[src/rtl/mem_stage_pkg.sv]
// Shared pipeline definitions for the memory stage: access codes, FSM encoding, strobes.
package mem_stage_pkg;

    localparam int unsigned WORD_W = 32;
    localparam int unsigned STRB_W = 4;

    // RV32I load/store funct3 codes
    localparam logic [2:0] F3_LB  = 3'b000;
    localparam logic [2:0] F3_LH  = 3'b001;
    localparam logic [2:0] F3_LW  = 3'b010;
    localparam logic [2:0] F3_LBU = 3'b100;
    localparam logic [2:0] F3_LHU = 3'b101;
    localparam logic [2:0] F3_SB  = 3'b000;
    localparam logic [2:0] F3_SH  = 3'b001;
    localparam logic [2:0] F3_SW  = 3'b010;

    // Access size lives in funct3[1:0] for both loads and stores
    localparam logic [1:0] SZ_H = 2'b01;
    localparam logic [1:0] SZ_W = 2'b10;

    localparam logic [STRB_W-1:0] STRB_B    = 4'b0001;
    localparam logic [STRB_W-1:0] STRB_H_LO = 4'b0011;
    localparam logic [STRB_W-1:0] STRB_H_HI = 4'b1100;
    localparam logic [STRB_W-1:0] STRB_WORD = 4'b1111;

    typedef enum logic [1:0] {
        ST_IDLE  = 2'd0,
        ST_WAIT  = 2'd1,
        ST_DRAIN = 2'd2
    } mem_state_t;

endpackage

[src/rtl/mem_stage_lsu_align.sv]
// Combinational load/store alignment unit.
//   addr_lo/funct3/rs2_data : current access -> wstrb_c, wdata_c, misalign_c
//   ld_off/ld_funct3/rdata  : latched load info + returned word -> ld_data_c
module mem_stage_lsu_align
    import mem_stage_pkg::*;
(
    input  logic [1:0]        addr_lo,
    input  logic [2:0]        funct3,
    input  logic [WORD_W-1:0] rs2_data,
    input  logic [1:0]        ld_off,
    input  logic [2:0]        ld_funct3,
    input  logic [WORD_W-1:0] rdata,
    output logic [STRB_W-1:0] wstrb_c,
    output logic [WORD_W-1:0] wdata_c,
    output logic              misalign_c,
    output logic [WORD_W-1:0] ld_data_c
);

    logic [7:0]  ld_byte;
    logic [15:0] ld_half;

    // Misalignment: halfword on odd byte, word off a 4-byte boundary
    assign misalign_c = ((funct3[1:0] == SZ_H) && addr_lo[0]) ||
                        ((funct3[1:0] == SZ_W) && (addr_lo != 2'b00));

    // Store lane replication and byte enables
    always_comb begin
        wstrb_c = '0;
        wdata_c = rs2_data;
        case (funct3)
            F3_SB: begin
                wstrb_c = STRB_B << addr_lo;
                wdata_c = {4{rs2_data[7:0]}};
            end
            F3_SH: begin
                wstrb_c = addr_lo[1] ? STRB_H_HI : STRB_H_LO;
                wdata_c = {2{rs2_data[15:0]}};
            end
            F3_SW: begin
                wstrb_c = STRB_WORD;
                wdata_c = rs2_data;
            end
            default: ;
        endcase
    end

    // Load lane select and extension
    always_comb begin
        ld_byte = rdata[7:0];
        case (ld_off)
            2'd0:    ld_byte = rdata[7:0];
            2'd1:    ld_byte = rdata[15:8];
            2'd2:    ld_byte = rdata[23:16];
            default: ld_byte = rdata[31:24];
        endcase
        ld_half = ld_off[1] ? rdata[31:16] : rdata[15:0];

        ld_data_c = rdata;
        case (ld_funct3)
            F3_LB:   ld_data_c = {{24{ld_byte[7]}}, ld_byte};
            F3_LBU:  ld_data_c = {24'd0, ld_byte};
            F3_LH:   ld_data_c = {{16{ld_half[15]}}, ld_half};
            F3_LHU:  ld_data_c = {16'd0, ld_half};
            default: ld_data_c = rdata;
        endcase
    end

endmodule

[src/rtl/mem_stage.sv]
// Memory stage of the dual-issue pipeline. Issue A performs loads/stores over a
// valid/ready request channel with a variable-latency response; issue B passes through.
//   Inputs : iA_* / iB_* from EX/MEM, flush, dmem_req_ready, dmem_rsp_valid, dmem_rdata
//   Outputs: dmem_req_* (combinational), stall (combinational), misalign pulse,
//            oA_* / oB_* MEM/WB buffer
module mem_stage
    import mem_stage_pkg::*;
#(
    parameter int unsigned XLEN   = 32,
    parameter int unsigned ADDR_W = 32
) (
    input  logic              clk,
    input  logic              rst,
    input  logic [XLEN-1:0]   iA_alu_out,
    input  logic [XLEN-1:0]   iA_rs2_data,
    input  logic [4:0]        iA_rd_addr,
    input  logic              iA_reg_write,
    input  logic              iA_mem_read,
    input  logic              iA_mem_write,
    input  logic [2:0]        iA_funct3,
    input  logic [XLEN-1:0]   iB_alu_out,
    input  logic [4:0]        iB_rd_addr,
    input  logic              iB_reg_write,
    input  logic              flush,
    output logic              dmem_req_valid,
    input  logic              dmem_req_ready,
    output logic [ADDR_W-1:0] dmem_addr,
    output logic              dmem_we,
    output logic [3:0]        dmem_wstrb,
    output logic [XLEN-1:0]   dmem_wdata,
    input  logic              dmem_rsp_valid,
    input  logic [XLEN-1:0]   dmem_rdata,
    output logic              stall,
    output logic              misalign,
    output logic [XLEN-1:0]   oA_wb_data,
    output logic [4:0]        oA_rd_addr,
    output logic              oA_reg_write,
    output logic [XLEN-1:0]   oB_wb_data,
    output logic [4:0]        oB_rd_addr,
    output logic              oB_reg_write
);

    mem_state_t  state, state_nxt;
    logic [1:0]  ld_off;
    logic [2:0]  ld_f3;
    logic        mem_op;
    logic        mis_c;
    logic        kill;
    logic        a_take;
    logic [STRB_W-1:0] wstrb_c;
    logic [XLEN-1:0]   ld_data_c;

    assign mem_op     = iA_mem_read | iA_mem_write;
    assign dmem_addr  = ADDR_W'({iA_alu_out[XLEN-1:2], 2'b00});
    assign dmem_we    = iA_mem_write;
    assign dmem_wstrb = iA_mem_write ? wstrb_c : '0;

    mem_stage_lsu_align u_align (
        .addr_lo    (iA_alu_out[1:0]),
        .funct3     (iA_funct3),
        .rs2_data   (iA_rs2_data),
        .ld_off     (ld_off),
        .ld_funct3  (ld_f3),
        .rdata      (dmem_rdata),
        .wstrb_c    (wstrb_c),
        .wdata_c    (dmem_wdata),
        .misalign_c (mis_c),
        .ld_data_c  (ld_data_c)
    );

    // State register
    always_ff @(posedge clk or posedge rst) begin
        if (rst) state <= ST_IDLE;
        else     state <= state_nxt;
    end

    // Next state, request and stall; all quiet while in reset
    always_comb begin
        state_nxt      = state;
        dmem_req_valid = 1'b0;
        stall          = 1'b0;
        if (!rst) begin
            case (state)
                ST_IDLE: begin
                    if (mem_op && !mis_c && !flush) begin
                        dmem_req_valid = 1'b1;
                        if (!dmem_req_ready) begin
                            stall = 1'b1;
                        end else if (!iA_mem_write) begin
                            stall     = 1'b1;
                            state_nxt = ST_WAIT;
                        end
                    end
                end
                ST_WAIT: begin
                    if (dmem_rsp_valid) begin
                        state_nxt = ST_IDLE;
                    end else begin
                        stall = 1'b1;
                        if (flush) state_nxt = ST_DRAIN;
                    end
                end
                ST_DRAIN: begin
                    if (dmem_rsp_valid) state_nxt = ST_IDLE;
                    else                stall     = 1'b1;
                end
                default: state_nxt = ST_IDLE;
            endcase
        end
    end

    // Offset and size captured at accept so extraction is independent of later inputs
    always_ff @(posedge clk or posedge rst) begin
        if (rst) begin
            ld_off <= '0;
            ld_f3  <= '0;
        end else if (dmem_req_valid && dmem_req_ready) begin
            ld_off <= iA_alu_out[1:0];
            ld_f3  <= iA_funct3;
        end
    end

    // A draining load belongs to a flushed instruction, so it kills like flush does
    assign kill   = flush | (state == ST_DRAIN);
    // Issue A writes back only as a completing load or as a plain ALU op
    assign a_take = (state == ST_WAIT) | !mem_op;

    // MEM/WB buffer; stalled cycles insert bubbles
    always_ff @(posedge clk or posedge rst) begin
        if (rst) begin
            oA_wb_data   <= '0;
            oA_rd_addr   <= '0;
            oA_reg_write <= 1'b0;
            oB_wb_data   <= '0;
            oB_rd_addr   <= '0;
            oB_reg_write <= 1'b0;
            misalign     <= 1'b0;
        end else if (stall) begin
            oA_reg_write <= 1'b0;
            oB_reg_write <= 1'b0;
            misalign     <= 1'b0;
        end else begin
            oA_wb_data   <= (state == ST_WAIT) ? ld_data_c : iA_alu_out;
            oA_rd_addr   <= kill ? 5'd0 : iA_rd_addr;
            oA_reg_write <= iA_reg_write & a_take & !kill;
            oB_wb_data   <= iB_alu_out;
            oB_rd_addr   <= kill ? 5'd0 : iB_rd_addr;
            oB_reg_write <= iB_reg_write & !kill;
            misalign     <= (state == ST_IDLE) & mem_op & mis_c & !flush;
        end
    end

endmodule

[config.mk]
export PLATFORM = sky130hd
export DESIGN_NAME = mem_stage
export DESIGN_NICKNAME = d
export VERILOG_FILES = /design/src/rtl/mem_stage_pkg.sv /design/src/rtl/mem_stage_lsu_align.sv /design/src/rtl/mem_stage.sv
export SDC_FILE = /design/constraint.sdc
export NUM_CORES = 1
export LEC_CHECK = 0
export CELL_PAD_IN_SITES_DETAIL_PLACEMENT = 0
export CELL_PAD_IN_SITES_GLOBAL_PLACEMENT = 1
export CORE_AREA = 4 4 150 152
export DETAILED_ROUTE_END_ITERATION = 7
export DIE_AREA = 0 0 154 156
export HOLD_SLACK_MARGIN = 0.06
export PLACE_DENSITY_LB_ADDON = 0.1
export SETUP_SLACK_MARGIN = 0.4
export SLEW_MARGIN = 0
export SYNTH_ARGS = -nofsm -noshare
export SYNTH_HDL_FRONTEND = slang
export SYNTH_SLANG_ARGS = --single-unit
[constraint.sdc]
create_clock -name clk -period 3.28 [get_ports clk]
set_clock_uncertainty 0.15 [all_clocks]
set_input_delay 0.656 -clock clk [delete_from_list [all_inputs] [get_ports clk]]
set_output_delay 0.656 -clock clk [all_outputs]
set_load 0.02 [all_outputs]
* Yosys cells after proc, flatten, opt, wreduce, memory -nomap -nowiden
Index checks and enable logic that the tools add are counted.
Storage, ports and cells: bits in registers 84, input bits 150, output and inout port bits 148
Cells by class: equality and inequality tests 16, shift operators 1, mux-type cells 29, bitwise gates (word level) 10, reductions and logical operators 17
Operators by type and width (count):
- $pmux 32 s4 | 1
- $pmux 32 s2 | 1
- $mux 32 | 1
- $pmux 8 s3 | 1
- $mux 16 | 1
- $mux 2 | 6
- $pmux 4 s3 | 1
- $mux 1 | 11
- $mux 5 | 2
- $mux 4 | 2
- $ne 2x2->1 const B | 4
- $and 1x1->1 | 6
- $eq 2x1->1 const B | 3
- $eq 2x2->1 const B | 3
- $eq 3x1->1 const B | 2
- $eq 3x3->1 const B | 2
- $logic_not 3->1 | 2
- $pmux 2 s3 | 1
- $reduce_and 6->1 | 1
- $logic_and 1x1->1 | 5
- $logic_not 1->1 | 4
- $logic_not 2->1 | 2
- $shl 1x2->4 const A | 1
- $eq 3x2->1 const B | 1
- 7 further kinds | 9

* Logic depth before layout (Yosys ltp)
depth after elaboration 10, mapped depth 8

* Modules after synthesis
From an unflattened synthesis, not the netlist that was laid out.
Unflattened totals: cells, all modules 477, area, all modules 5331.4 um^2
By module, submodules not included:
- mem_stage | instances 1, cells an instance 298, area an instance 4027.6 um^2, seq. area each 2102.0 um^2
- mem_stage_lsu_align | instances 1, cells an instance 179, area an instance 1303.8 um^2, seq. area each 0.0 um^2

* Worst setup path after synthesis
Ideal clock, no wire load.
path kind input port to output port, from input port iA_funct3[1], to output port dmem_wdata[20], arrival 1.827 ns, required time 2.474 ns, setup slack 0.647 ns, cell stages on the path 4, path buffers 2, cell sequence buf_2 -> nor2_1 -> clkbuf_1 -> mux2_2
Between the ends: cells in the longest elaborated chain, start to end 2, elaborated cells on any way between the ends 3
Ends and longest elaborated chain:
- from (decl) | line mem_stage.sv:20 | input logic [2:0] iA_funct3,
- $eq 3x1->1 or $logic_not 3->1 (tied branches) | line mem_stage_lsu_align.sv:30 | case (funct3)
- $pmux 32 s2 (*) | line mem_stage_lsu_align.sv:30
- to (decl) | line mem_stage.sv:30 | output logic [XLEN-1:0] dmem_wdata,
Every way passes the cells marked *; elsewhere a longest branch is shown, timed or not.

* Worst setup path after layout
from input port iA_funct3[2], to output port dmem_wdata[13]
The elaborated chain is that of the path after synthesis.

==> impl_metrics.ini <==
[outcome]
outcome = finished, violations left
violations = design-rule violations

[hold_path]
min_path_cells = 1
hp-start = oB_wb_data[19]
hold_class = reg2reg

[setup_path]
cp-end-kind = primary output
cp_slowest_cell = sky130_fd_sc_hd__mux2_2
worst_ep_required_time_ns = 2.47
crit_path_max_fanout = 4
path_delay_family = buffers and inverters
worst_path_largest_cell_delay_ns = 0.33
crit_arrival_ns = 2.00
critical_path_cell_count = 5
critical_path_buf_inv_count = 3
cp_dominant_cell_by_count = sky130_fd_sc_hd__dlygate4sd2_1
timing.critical_path.from_type = input pin
worstReg2RegStart = state[1]
worstSetupPathType = in2out
worst-r2r-cell-count = 6
worstPathCellList = dlygate4sd2_1 -> nor3_2 -> buf_4 -> mux2_2 -> dlygate4sd2_1
critical_path.startpoint = iA_funct3[2]

[sta]
final_max_slew_viol_count = 0
peak_freq_ghz = 0.357
timing.max_slew.rel_slack_pct = 24.6
final.min_clock_period_ns = 2.80
fin_crit_sh_pct = 85.5
timing.setup.tns_ns = 0
worst_margin_slew_ns = 1.12
hold_violations = 0
rsz_0062_raised_after_global_routing = no
setup-violations-final = 0

[routing]
routed_via_density = 4.71
routed_wire_length_per_instance_um = 18.8
drt_first_iter_violations = 241
drt_first_pass_iters = 8
drt-total-wl_mm = 19.5
antenna_left = 0
drt_drc_violations_left = 2
num_vias = 4872

[yosys]
warning_count_from_the_yosys_run = 0
synth_top_flop_cell = sky130_fd_sc_hd__dfrtp_1
yosys_register_bits = 84
seq_total_area_yosys_pct = 40.3
synthesis.area_per_instance_sq_um = 10.6
syn-cell-area_sq_mm = 0.00522
synthArstFlopShare_pct = 100
syn-instance-count = 491
synthDistinctLibCells = 53
synth-edff-count = 0

[layout]
commonest_non_fill_non_tap_cell_in_the_layout = sky130_fd_sc_hd__clkdlybuf4s50_1
layout_common_cells = sky130_fd_sc_hd__clkdlybuf4s50_1 (261), sky130_fd_sc_hd__dfrtp_1 (84), sky130_fd_sc_hd__mux2i_1 (42)
finalNonFillerCells = 1034
design.final.nets = 907
final_layout_size_suffix_gt1_share_pct = 12.8
area.growth.synth_to_final_pct = 64.1

[clock_tree]
cts-htree-levels = 3
clock_buffers_created_by_tritoncts = 9
clk_root_buffer_cell = sky130_fd_sc_hd__clkbuf_16
clkTransAtPathRegs_ns = 0.07
post_cts_hold_buffer_count = 0
cts_num_sinks = 84
clkLatencyLatePin_ns = 0.34
tritoncts = done
cts_buffer_depth = 2

[power_and_ir_drop]
cellLeakagePower_nw = 3.71
power.density_cell_area_mw_per_mm2 = 631
ir_worst_vdd_mv = 0.313

[run]
drv_cap = 0

[grt]
initial_antenna_violation_count = 1
grt_start_max_net_pins = 45
gr-usage-all-layers_pct = 15.5
global_route_wire_length_before_repair_mm = 29.7
overflow = 0
grt_pass1_vias = 5176

[placement]
io_buffer_count = 295
place.gp.congestion = 0.785
dpl.hpwl_mm = 15.4
place_inst = 1017

[floorplan]
top_level_ports = 298
die_area_sq_mm = 0.0240
die-width_um = 154
placementRows = 53
die-height_um = 156
core_sq_mm = 0.0210
initial_utilization_pct = 24.8
-- per-layer routing --
metal | wire length (um) | up-vias | track usage [%]
met4 | 274 | 0 | 3.28
met3 | 1500 | 21 | 4.80
met2 | 9490 | 191 | 26.8
met5 | 0 | - | 0
met1 | 8220 | 2370 | 19.3
li1 | - | 2290 | -
-- synth_stat cells (11+ instances only) --
master                      n  area, sq um
sky130_fd_sc_hd__a21oi_1   13         65.1
sky130_fd_sc_hd__a222oi_1  17          170
sky130_fd_sc_hd__buf_2     11         55.1
sky130_fd_sc_hd__buf_4     41          308
sky130_fd_sc_hd__clkbuf_1  17         63.8
sky130_fd_sc_hd__dfrtp_1   84         2100
sky130_fd_sc_hd__inv_1     42          158
sky130_fd_sc_hd__mux2_1    29          327
sky130_fd_sc_hd__mux2_2    28          315
sky130_fd_sc_hd__mux2i_1   42          420
sky130_fd_sc_hd__nand2_1   13         48.8
sky130_fd_sc_hd__nor2_1    19         71.3
sky130_fd_sc_hd__o21ai_0   24          120
sky130_fd_sc_hd__o221ai_1  12          105
-- power by group --
part | internal, mW | switching (mW) | leakage (nW)
registers | 1.34 | 0.280 | 1.01
logic | 1.28 | 1.36 | 2.55
clock network | 0.680 | 0.463 | 0.163
-- through the flow --
step	instance area, sq um	setup WS, ns	utilization (%)	total power, mW	hold WS [ns]
2_1_floorplan	5230	0.647	-	3.14	0.378
3_3_place_gp	8280	0.0116	39.4	4.29	0.323
3_5_place_dp	8280	0.00693	39.4	4.33	0.331
4_1_cts	8570	0.404	40.8	5.48	0.347
5_1_grt	8570	0.406	40.8	5.74	0.353
6_report	8570	0.476	40.8	5.40	0.343
-- worst register-to-register path: stages, from the launching register on --
cell and delay [ns]:
sky130_fd_sc_hd__dfrtp_1 0.41, sky130_fd_sc_hd__inv_1 0.11, sky130_fd_sc_hd__ha_1 0.20, sky130_fd_sc_hd__clkinv_1 0.26, sky130_fd_sc_hd__nor3_2 0.92, sky130_fd_sc_hd__a222oi_1 0.26, sky130_fd_sc_hd__mux2i_1 0.22
-- state kept, by name, summed over array words and instances, names as in the netlist --
signal	flops
misalign	1
state	2
oB_wb_data	32
oB_rd_addr	5
ld_off	2
oA_reg_write	1
oB_reg_write	1
oA_rd_addr	5
oA_wb_data	32
ld_f3	3
-- cell type report --
type	instances	area, sq um
well taps	275	344
flip-flops and latches	84	2100
diodes	1	2.50
repair buffers	324	3140
clock inverters	7	103
fillers	2050	12500
multi-input cells	290	2480
clock buffers	9	225
inverters	44	171
-- timing repair --
| item | 4_1_cts | 5_1_grt |
|---|---|---|
| gates resized for setup | 36 | 8 |
| endpoints found under the setup margin | 30 | 23 |
| cloned | 0 | 0 |
| buffers inserted | 0 | 0 |
| pin swaps | 1 | 3 |
-- worst paths after layout --
path                                  endpoint  slack [ns]
worst max-delay path            dmem_wdata[13]        0.48
worst min-delay path            oB_wb_data[19]        0.34
worst max register to register  oA_wb_data[16]        0.68
worst min register to register  oB_wb_data[19]        0.34
max in group asynchronous       oB_wb_data[28]        1.63
min in group asynchronous        oA_wb_data[6]        0.69
-- logic make-up after synthesis --
kind of cell / count (synthesis) / share of synthesized area, %
fa+ha+maj: 4 / 0.959
flops: 84 / 40.3
simple gates: 73 / 8.82
buf+inv: 118 / 12.3
compound gates: 108 / 16.1
mux: 103 / 21.5
other cells: 1 / 0.0718
Power figures use the tool's default switching activity.
